File: src/rtl/out_digest_pkg.sv
// out_digest_pkg: shared sizes and the digit-code type for the digest display formatter.
package out_digest_pkg;
    localparam int NIBBLES    = 32;
    localparam int WIN_DIGITS = 6;
    localparam int OFS_MAX    = 13;
    localparam int CODE_W     = 5;
    typedef logic [CODE_W-1:0] code_t;
endpackage

File: src/rtl/out_digest_btn_edge.sv
// btn_edge: registered rising-edge detector for a push-button level.
module btn_edge (
    input  logic clk,
    input  logic rst,
    input  logic level,
    output logic pulse
);
    logic prev;
    always_ff @(posedge clk)
        prev <= !rst ? 1'b0 : level;
    assign pulse = level & ~prev;
endmodule

File: src/rtl/out_digest.sv
// out_digest: scrolling 6-hex-digit window over the MD5 digest, moved a byte per button press.
// Define OUT_DIGEST_WRAP_EN to make the offset wrap at 0/13 instead of saturating.
module out_digest
    import out_digest_pkg::*;
(
    input  logic                   clk,
    input  logic                   rst,
    input  logic                   start,
    input  logic [4*NIBBLES-1:0]   data_in,
    input  logic                   left_shift,
    input  logic                   right_shift,
    output logic [CODE_W-1:0]      seg,
    output logic [CODE_W-1:0]      seg1,
    output logic [CODE_W-1:0]      seg2,
    output logic [CODE_W-1:0]      seg3,
    output logic [CODE_W-1:0]      seg4,
    output logic [CODE_W-1:0]      seg5
);
    logic       left_edge, right_edge;
    logic [3:0] ofs, ofs_nxt, ofs_up, ofs_dn;
    logic [4*WIN_DIGITS-1:0] win;
    code_t      digits [WIN_DIGITS];

    btn_edge u_left  (.clk(clk), .rst(rst), .level(left_shift),  .pulse(left_edge));
    btn_edge u_right (.clk(clk), .rst(rst), .level(right_shift), .pulse(right_edge));

`ifdef OUT_DIGEST_WRAP_EN
    assign ofs_up = (ofs == 4'(OFS_MAX)) ? 4'd0 : ofs + 4'd1;
    assign ofs_dn = (ofs == 4'd0) ? 4'(OFS_MAX) : ofs - 4'd1;
`else
    assign ofs_up = (ofs == 4'(OFS_MAX)) ? ofs : ofs + 4'd1;
    assign ofs_dn = (ofs == 4'd0) ? ofs : ofs - 4'd1;
`endif

    // Simultaneous left and right edges cancel out.
    always_comb
        ofs_nxt = !start ? ofs :
                  (left_edge && !right_edge) ? ofs_up :
                  (right_edge && !left_edge) ? ofs_dn : ofs;

    always_ff @(posedge clk)
        ofs <= !rst ? 4'd0 : ofs_nxt;

    assign win = 24'(data_in >> {ofs, 3'b000});

    always_ff @(posedge clk) begin
        if (!rst)
            digits <= '{default: '0};
        else if (start)
            for (int k = 0; k < WIN_DIGITS; k++)
                digits[k] <= {1'b0, win[4*k +: 4]};
    end

    assign seg  = digits[0];
    assign seg1 = digits[1];
    assign seg2 = digits[2];
    assign seg3 = digits[3];
    assign seg4 = digits[4];
    assign seg5 = digits[5];
endmodule

File: config.mk
export PLATFORM = sky130hd
export DESIGN_NAME = out_digest
export DESIGN_NICKNAME = d
export VERILOG_FILES = /design/src/rtl/out_digest_pkg.sv /design/src/rtl/out_digest_btn_edge.sv /design/src/rtl/out_digest.sv
export SDC_FILE = /design/constraint.sdc
export NUM_CORES = 1
export LEC_CHECK = 0
export ABC_AREA = 1
export BUFFER_PORTS_ARGS = -buffer_cell sky130_fd_sc_hd__buf_2
export CAP_MARGIN = 20
export CORE_MARGIN = 2
export CORE_UTILIZATION = 55
export CTS_CLUSTER_DIAMETER = 60
export DETAILED_ROUTE_END_ITERATION = 8
export PLACE_DENSITY_LB_ADDON = 0.15
export SLEW_MARGIN = 20
export SYNTH_ARGS = -nofsm -noshare
export SYNTH_HDL_FRONTEND = slang
export SYNTH_SLANG_ARGS = --single-unit
File: constraint.sdc
create_clock -name clk -period 3.6 [get_ports clk]
set_input_delay 0.72 -clock clk [delete_from_list [all_inputs] [get_ports clk]]
set_output_delay 0.72 -clock clk [all_outputs]
set_load 0.02 [all_outputs]
# After elaboration in Yosys (flattened, before gate mapping)
# Cells that the tools add are included.
# totals
elab_cells	30
output_inout_bits	30
ff_bits	30
input_bits	133
# classes
muxes	4
n_addsub	2
n_reduce_logical	7
n_eq_ne	3
bitwise	4
n_shift	1
# op_table
operator	count
128-bit by 7-bit right shift with 24-bit output	1
4-bit two-way mux	4
4-bit by 1-bit adder with 4-bit output, second input constant	1
4-bit equality test, second input constant	1
4-bit zero test	1
4-bit AND reduction	1
4-bit by 1-bit subtractor with 4-bit output, second input constant	1
1-bit bitwise AND	2
1-bit logical AND	2
1-bit zero test	2
2-bit by 1-bit inequality test with 1-bit output, second input constant	1
2-bit inequality test, second input constant	1
1-bit NOT	2
2-bit nonzero test	1

# Longest topological paths before layout
# Gate-level depths: netlist of run 1.
# depth
depth_word	6
ltp_mapped	13
ltp_nobuf	13

# Hierarchy
# From an unflattened synthesis of run 1, not the netlist that was laid out.
# unflattened
hier_cells	873
area_unflattened_um2	4204.0
# by_module_without_submodules
module	seq_area_each_um2	n_inst	area_per_inst_um2	cells_each
out_digest	560.5	1	4129.0	863
btn_edge	20.0	2	37.5	5

# Worst setup path before layout of run 1
# No wires, ideal clock.
# synth_path
kind	input-to-reg
start	input port left_shift
end	register ofs[3]
t_arrival_ns	1.919
n_path_buf	0
stages	13
path_slack_ns	1.549
setup_time_ns	0.132
path_cell_list	inv_1 > nor2_1 > ha_1 > inv_1 > ha_1 > nand2_1 > inv_1 > o21ai_0 > nand2_1 > nand2_1 > nand2_1 > nand2_1 > a21oi_1
# synth_via
elab_chain_len	5
elab_cells_between_ends	9
# synth_rtl
element	line_no	rtl
start, declared	out_digest.sv:10	input logic left_shift,
1-bit bitwise AND *	out_digest_btn_edge.sv:11	assign pulse = level & ~prev;
1-bit zero test	out_digest.sv:39	(right_edge && !left_edge) ? ofs_dn : ofs;
1-bit logical AND	out_digest.sv:39	
2-bit nonzero test (no line)	--	
4-bit AND reduction (no line)	--	
end signal, assigned	out_digest.sv:42	ofs <= !rst ? 4'd0 : ofs_nxt;
end, declared	out_digest.sv:20	logic [3:0] ofs, ofs_nxt, ofs_up, ofs_dn;
# Mark *: on every way between the ends. The rest lies on a longest branch, timed or not.
# A chain may end at the register's enable or synchronous reset.

# Final worst setup path of run 1
# layout_path
start	register ofs[1]
end	register digits, in the netlist seg4[2]
# layout_via
elab_chain_len	1
# layout_rtl
element	line_no	rtl
128-bit by 7-bit right shift with 24-bit output	out_digest.sv:44	assign win = 24'(data_in >> {ofs, 3'b000});
end signal, assigned by index	out_digest.sv:51	digits[k] <= {1'b0, win[4*k +: 4]};
end, declared	out_digest.sv:22	code_t digits [WIN_DIGITS];
# Every way passes these cells.

==> impl_metrics.toml, run 1 <==
[worst_setup_path]
reg2reg_depth = 9
r2r_slack_ns = 1.07
cp-start-kind = "register"
crit_arrival_ns = 2.74
critPathCaptureType = "register"
worstPathRequired_ns = 3.81
path_class = "register to register"
worstPathMaxFanout = 36

[clock_network]
cts.clk_slew.worst_paths_ns = 0.07
clock_latency_ns = 0.30
postCtsSetupRepairBufs = 0
numCtsBuffers = 5
cts_tree = "yes"
cts-root-buf = "clkbuf_8"
max-clock-path-buffers = 2
clock-sinks = 30
cts_resized = 0
ctsHtreeMaxLevel = 2
cts_hold_buf = 0

[yosys]
synth_top_area_share_pct = 35.6
post-synth-top-count-cell = "nand2_1"
synth_area_leaders = "nand2_1, nand3_1, dfxtp_1"
synthTopCellsByCount = "nand2_1, nand3_1, nor2_1"
syn_area_um2 = 4400
ys_warn_count = 0
synthDistinctLibCells = 27
syn_avg_cell_area_um2 = 4.85
synth_async_sr_flop_share_pct = 0
ys_seq_elements = 30
yosys.area.top_type = "nand2_1"
synth-seq-area-share_pct = 13.6
synthCells = 907
synth-edff-count = 0
postSynth.topFlopCell = "dfxtp_1"

[place]
dp_slack_ns = 1.18
hpwl_mm = 10.9
gp_congestion = 1.00
placed_cells = 1113
port_buffers = 156

[grt]
grt_pass1_wl_mm = 24.4
grt_usage_pct = 34.6
grt_pass1_vias = 5347
antenna_found_initial = 0
overflow = 0
grt_max_degree = 67

[finish]
drive_gt1_share_pct = 17.8
instances_no_fill = 1120
syn_to_final_growth_pct = 15.9
diodes = 0
nets = 1155

[timing]
rsz0062_at_grt = "false"
fin_crit_ns = 2.53
relSlewSlack_pct = 42.0
setup_viol = 0
fmax_mhz = 396
finalCritPeriodShare_pct = 70.2
finClkSkew_ns = 0.00813
worst_slew_pin_slew_ns = 0.866
worst_slack_ns = 1.07
final.setup.tns_ns = 0
final_hold_viol_count = 0
drv_slew = 0

[power_and_ir_drop]
p_leak_uw = 0.00300
vdd_drop_max_mv = 0.151
power_density_nw_per_um2 = 325

[floorplanning]
fp.dieArea_um2 = 8740
die_w_um = 93.5
core_area_um2 = 7730
pin_count = 163
initial_core_util_pct = 57.0
std_cell_rows = 32
die_h_um = 93.5

[status]
status = "finished clean"

[route]
wl_per_cell_um = 13.6
drc = 0
dr.pass1.iters = 6
vias = 6110
vias_per_cell = 5.46
ant_nets = 0
wl_mm = 15.3
drt_iter0_markers = 663

[worst_hold_path]
hold-path-cell-count = 2
hp-class = "register to register"

[flow_run]
drv_cap = 0
-- cell families (layout without fill, tap and decap cells) --
logic type                 count (synthesis)  in the layout  synth area share (%)
DFF                                       30             30                  13.6
xor gates and xnor gates                   2              2                 0.398
adders and majority gates                  4              4                  1.31
AOI/OAI and AO/OA                         84             84                  9.75
other                                      1              6                0.0852
and+or+nand+nor                          653            653                  60.2
buffers and inverters                    133            239                  14.6
-- critical path, stage by stage, from the launching register on --
cell	delay [ns]
dfxtp_2	0.55
buf_4	0.34
nor2_1	0.70
buf_4	0.32
nand2_1	0.07
nand2_1	0.05
nor2_1	0.04
nand2_1	0.08
nand3_1	0.11
a21oi_1	0.17
-- metrics by stage --
stage	utilization [%]	cell area, um2	power [uW]	hold slack [ns]
finish	66.1	5100	1660	0.463
global route	66.1	5100	1790	0.484
CTS	66.1	5100	1640	0.461
detailed placement	64.9	5020	1360	0.452
global placement	64.9	5020	1360	0.456
floorplan	-	4420	1110	0.545
-- cells in the final DEF (no fill, tap or decap), drive strengths merged --
cell / synthesis / final
o21a: 1 / 1
fa: 1 / 1
o211ai: 1 / 1
xor2: 2 / 2
o21ai: 32 / 32
inv: 65 / 65
conb: 1 / 6
nand4: 9 / 9
nand2: 418 / 418
nand3b: 1 / 1
buf: 51 / 166
nand3: 130 / 130
clkinv: 1 / 1
ha: 3 / 3
nor2: 95 / 95
a21oi: 50 / 50
clkbuf: 16 / 7
dfxtp: 30 / 30
-- registers in the layout, summed over array words and instances, names as in the netlist --
signal,count
seg5,4
u_left.prev,1
seg,4
seg2,4
seg4,4
seg1,4
seg3,4
u_right.prev,1
ofs,4
-- metal layers --
metal	track usage (%)	vias to the layer above	routed length [um]
met1	42.6	2651	5950
li1	-	3053	-
met3	4.51	54	1530
met4	15.2	0	588
met5	0	-	0
met2	59.9	352	7200
-- where the power goes --
| part | leakage [uW] | switching [uW] | internal [uW] |
|---|---|---|---|
| sequential | 0.000249 | 61.6 | 374 |
| clock | 0.0000443 | 132 | 151 |
| combinational | 0.00271 | 617 | 322 |
| total | 0.00300 | 811 | 848 |
-- cell type report --
type / instances / area (um2)
Sequential cell: 30 / 606
Inverter: 66 / 250
Clock buffer: 7 / 86.3
Multi-Input combinational cell: 749 / 3180
Tap cell: 102 / 128
Timing Repair Buffer: 166 / 856
Fill cell: 861 / 2620
-- worst paths after layout --
path / startpoint / end
max reg2reg: ofs[1]$_SDFFE_PN0P_ / seg4[2]$_SDFFE_PN0P_
min reg2reg: seg1[3]$_SDFFE_PN0P_ / seg1[3]$_SDFFE_PN0P_
min: seg1[3]$_SDFFE_PN0P_ / seg1[3]$_SDFFE_PN0P_
max: ofs[1]$_SDFFE_PN0P_ / seg4[2]$_SDFFE_PN0P_
No activity file was read; power rests on OpenSTA's default activity.
==> run 2, diff against run 1 <==
--- a/config.mk
+++ b/config.mk
@@ -5,11 +5,11 @@
 export SDC_FILE = /design/constraint.sdc
 export NUM_CORES = 1
 export LEC_CHECK = 0
-export ABC_AREA = 1
+export ABC_AREA = 0
 export BUFFER_PORTS_ARGS = -buffer_cell sky130_fd_sc_hd__buf_2
 export CAP_MARGIN = 20
 export CORE_MARGIN = 2
-export CORE_UTILIZATION = 55
+export CORE_UTILIZATION = 45
 export CTS_CLUSTER_DIAMETER = 60
 export DETAILED_ROUTE_END_ITERATION = 8
 export PLACE_DENSITY_LB_ADDON = 0.15
==> constraint.sdc (replaced) <==
create_clock -name clk -period 2 [get_ports clk]
set_input_delay 0.4 -clock clk [delete_from_list [all_inputs] [get_ports clk]]
set_output_delay 0.4 -clock clk [all_outputs]
set_load 0.02 [all_outputs]
==> impl_metrics.toml, run 2 <==
[finish]
nets = 668
seq_area_um2 = 607
diodes = 0
post-route-util_pct = 57.7
syn_to_final_growth_pct = 25.3
drive_gt1_share_pct = 50.0
instances_no_fill = 640
layout_commonest_cell = "buf_2"
layout_common_cells = "buf_2, mux4_2, mux2i_1"
multi_input_area_um2 = 3100
fillers = 800

[worst_setup_path]
crit_slowest_cell = "mux4_2"
critPathMaxStageDelay_ns = 0.53
crit_arrival_ns = 2.07
worstPathRequired_ns = 2.18
path_class = "register to register"
crit_chain = "buf_12, mux4_2, mux2_2, a221o_1"
critPathCaptureType = "register"
r2r_slack_ns = 0.11
worstPathMaxFanout = 22
cp-start-kind = "register"

[timing]
holdWs_ns = 0.340
worst_slew_pin_slew_ns = 1.11
rsz0062_at_grt = "false"
drv_slew = 0
finalCritPeriodShare_pct = 94.5
final_hold_viol_count = 0
fin_crit_ns = 1.89
setup_viol = 0
relSlewSlack_pct = 26.1
fmax_mhz = 529
final.setup.tns_ns = 0
worst_slack_ns = 0.110
finClkSkew_ns = 0.0123

[place]
hpwl_mm = 9.62
gp_congestion = 0.846
placed_cells = 632
port_buffers = 156
dp_slack_ns = 0.0404

[floorplanning]
pin_count = 163
die_w_um = 98.3
initial_core_util_pct = 46.1
core_area_um2 = 8680
fp.dieArea_um2 = 9650
die_h_um = 98.3
std_cell_rows = 34

[yosys]
syn_avg_cell_area_um2 = 10.5
syn_area_um2 = 4000
synthCells = 379
synth_top_area_share_pct = 30.4
synthDistinctLibCells = 49
synth-edff-count = 0
synth_async_sr_flop_share_pct = 0
synth_area_leaders = "mux4_2, dfxtp_1, mux2i_1"
ys_seq_elements = 30
synth-seq-area-share_pct = 15.0
synthTopCellsByCount = "mux4_2, mux2i_1, dfxtp_1"
yosys.area.top_type = "mux4_2"
post-synth-top-count-cell = "mux4_2"
ys_warn_count = 0
postSynth.topFlopCell = "dfxtp_1"

[route]
vias_per_cell = 6.07
ant_nets = 0
dr.pass1.iters = 4
vias = 3883
drc = 0
wl_mm = 12.4
wl_per_cell_um = 19.4
drt_iter0_markers = 225

[clock_network]
clock_latency_ns = 0.29
cts-root-buf = "clkbuf_8"
postCtsSetupRepairBufs = 0
max-clock-path-buffers = 2
numCtsBuffers = 5
cts_tree = "yes"
ctsHtreeMaxLevel = 2
cts_hold_buf = 0
cts_resized = 0
cts.clk_slew.worst_paths_ns = 0.07
clock-sinks = 30

[flow_run]
drv_cap = 0

[grt]
antenna_found_initial = 0
grt_usage_pct = 25.8
overflow = 0
grt_max_degree = 40
grt_pass1_wl_mm = 20.3
grt_pass1_vias = 4007

[power_and_ir_drop]
sw_frac_of_total_pct = 37.3
p_seq_share_pct = 28.5
p_leak_uw = 0.00201
p_comb_share_pct = 51.3
vdd_drop_max_mv = 0.302
power.internal_uw = 1620
power.switching_uw = 961
power_density_nw_per_um2 = 514
clkPwrFrac_pct = 20.3

[worst_hold_path]
hp-class = "input port to register"

[status]
status = "finished clean"
run 2: cell types whose count changed in the layout (fill, tap and decap cells not counted), sizes merged, moves of 13 or more:
cell,previous run,this run
o21ai,32,2
nor2,95,19
nand2b,0,13
mux2i,0,50
mux2,0,13
mux4,0,56
buf,166,185
a21oi,50,13
inv,65,2
nand3,130,16
nand2,418,22
run 2: worst paths after layout:
check | start | endpoint | cells past startpoint
worst max-delay path | ofs[0]$_SDFFE_PN0P_ | seg[1]$_SDFFE_PN0P_ | 4
worst min-delay path | left_shift | u_left.prev$_SDFF_PN0_ | 2
worst max register to register | ofs[0]$_SDFFE_PN0P_ | seg[1]$_SDFFE_PN0P_ | 4
worst min register to register | seg3[0]$_SDFFE_PN0P_ | seg3[0]$_SDFFE_PN0P_ | 2
run 2: layout make-up:
type	count	area share, %
multi-input cells	307	61.8
repair buffers	185	21.4
clock buffers	7	1.72
flip-flops and latches	30	12.1
inverters	2	0.150
well taps	108	2.70
clock inverters	1	0.0999
run 2: layer usage:
layer  part of all wire (%)  GRT usage (%)
met2                     49           42.5
met4                    1.0           5.48
met1                     43           35.8
met5                      0              0
met3                    7.0           4.65
run 2: worst max-delay path, delay by kind of cell (launching register included):
kind                   cells  cell delay [ns]
flip-flops                 1             0.42
multiplexers               2             0.82
AO/OA/AOI/OAI              1             0.31
buffers and inverters      1             0.21
run 2: cells by family (layout without fill, tap and decap cells):
kind of cell	count (synthesis)	count (layout)	synth area share, %
and+or+nand+nor	106	106	13.9
buffers and inverters	47	195	8.08
muxes	119	119	47.9
xor gates and xnor gates	1	1	0.219
AOI/OAI and AO/OA	71	71	13.4
other	1	6	0.0938
DFF	30	30	15.0
adders and majority gates	4	4	1.44
run 2: per-stage QoR:
stage	total power, uW	area (um2)
6_report	2580	5010
5_1_grt	2740	5010
4_1_cts	2590	5010
3_5_place_dp	2060	4920
3_3_place_gp	2040	4920
2_1_floorplan	1630	4020
run 2: power groups by stage:
stage / Clock (uW) / Sequential (uW) / Combinational, uW
6_report: 522 / 733 / 1320
5_1_grt: 562 / 743 / 1430
4_1_cts: 535 / 733 / 1320
3_5_place_dp: 0 / 746 / 1320
3_3_place_gp: 0 / 744 / 1300
2_1_floorplan: 0 / 792 / 840
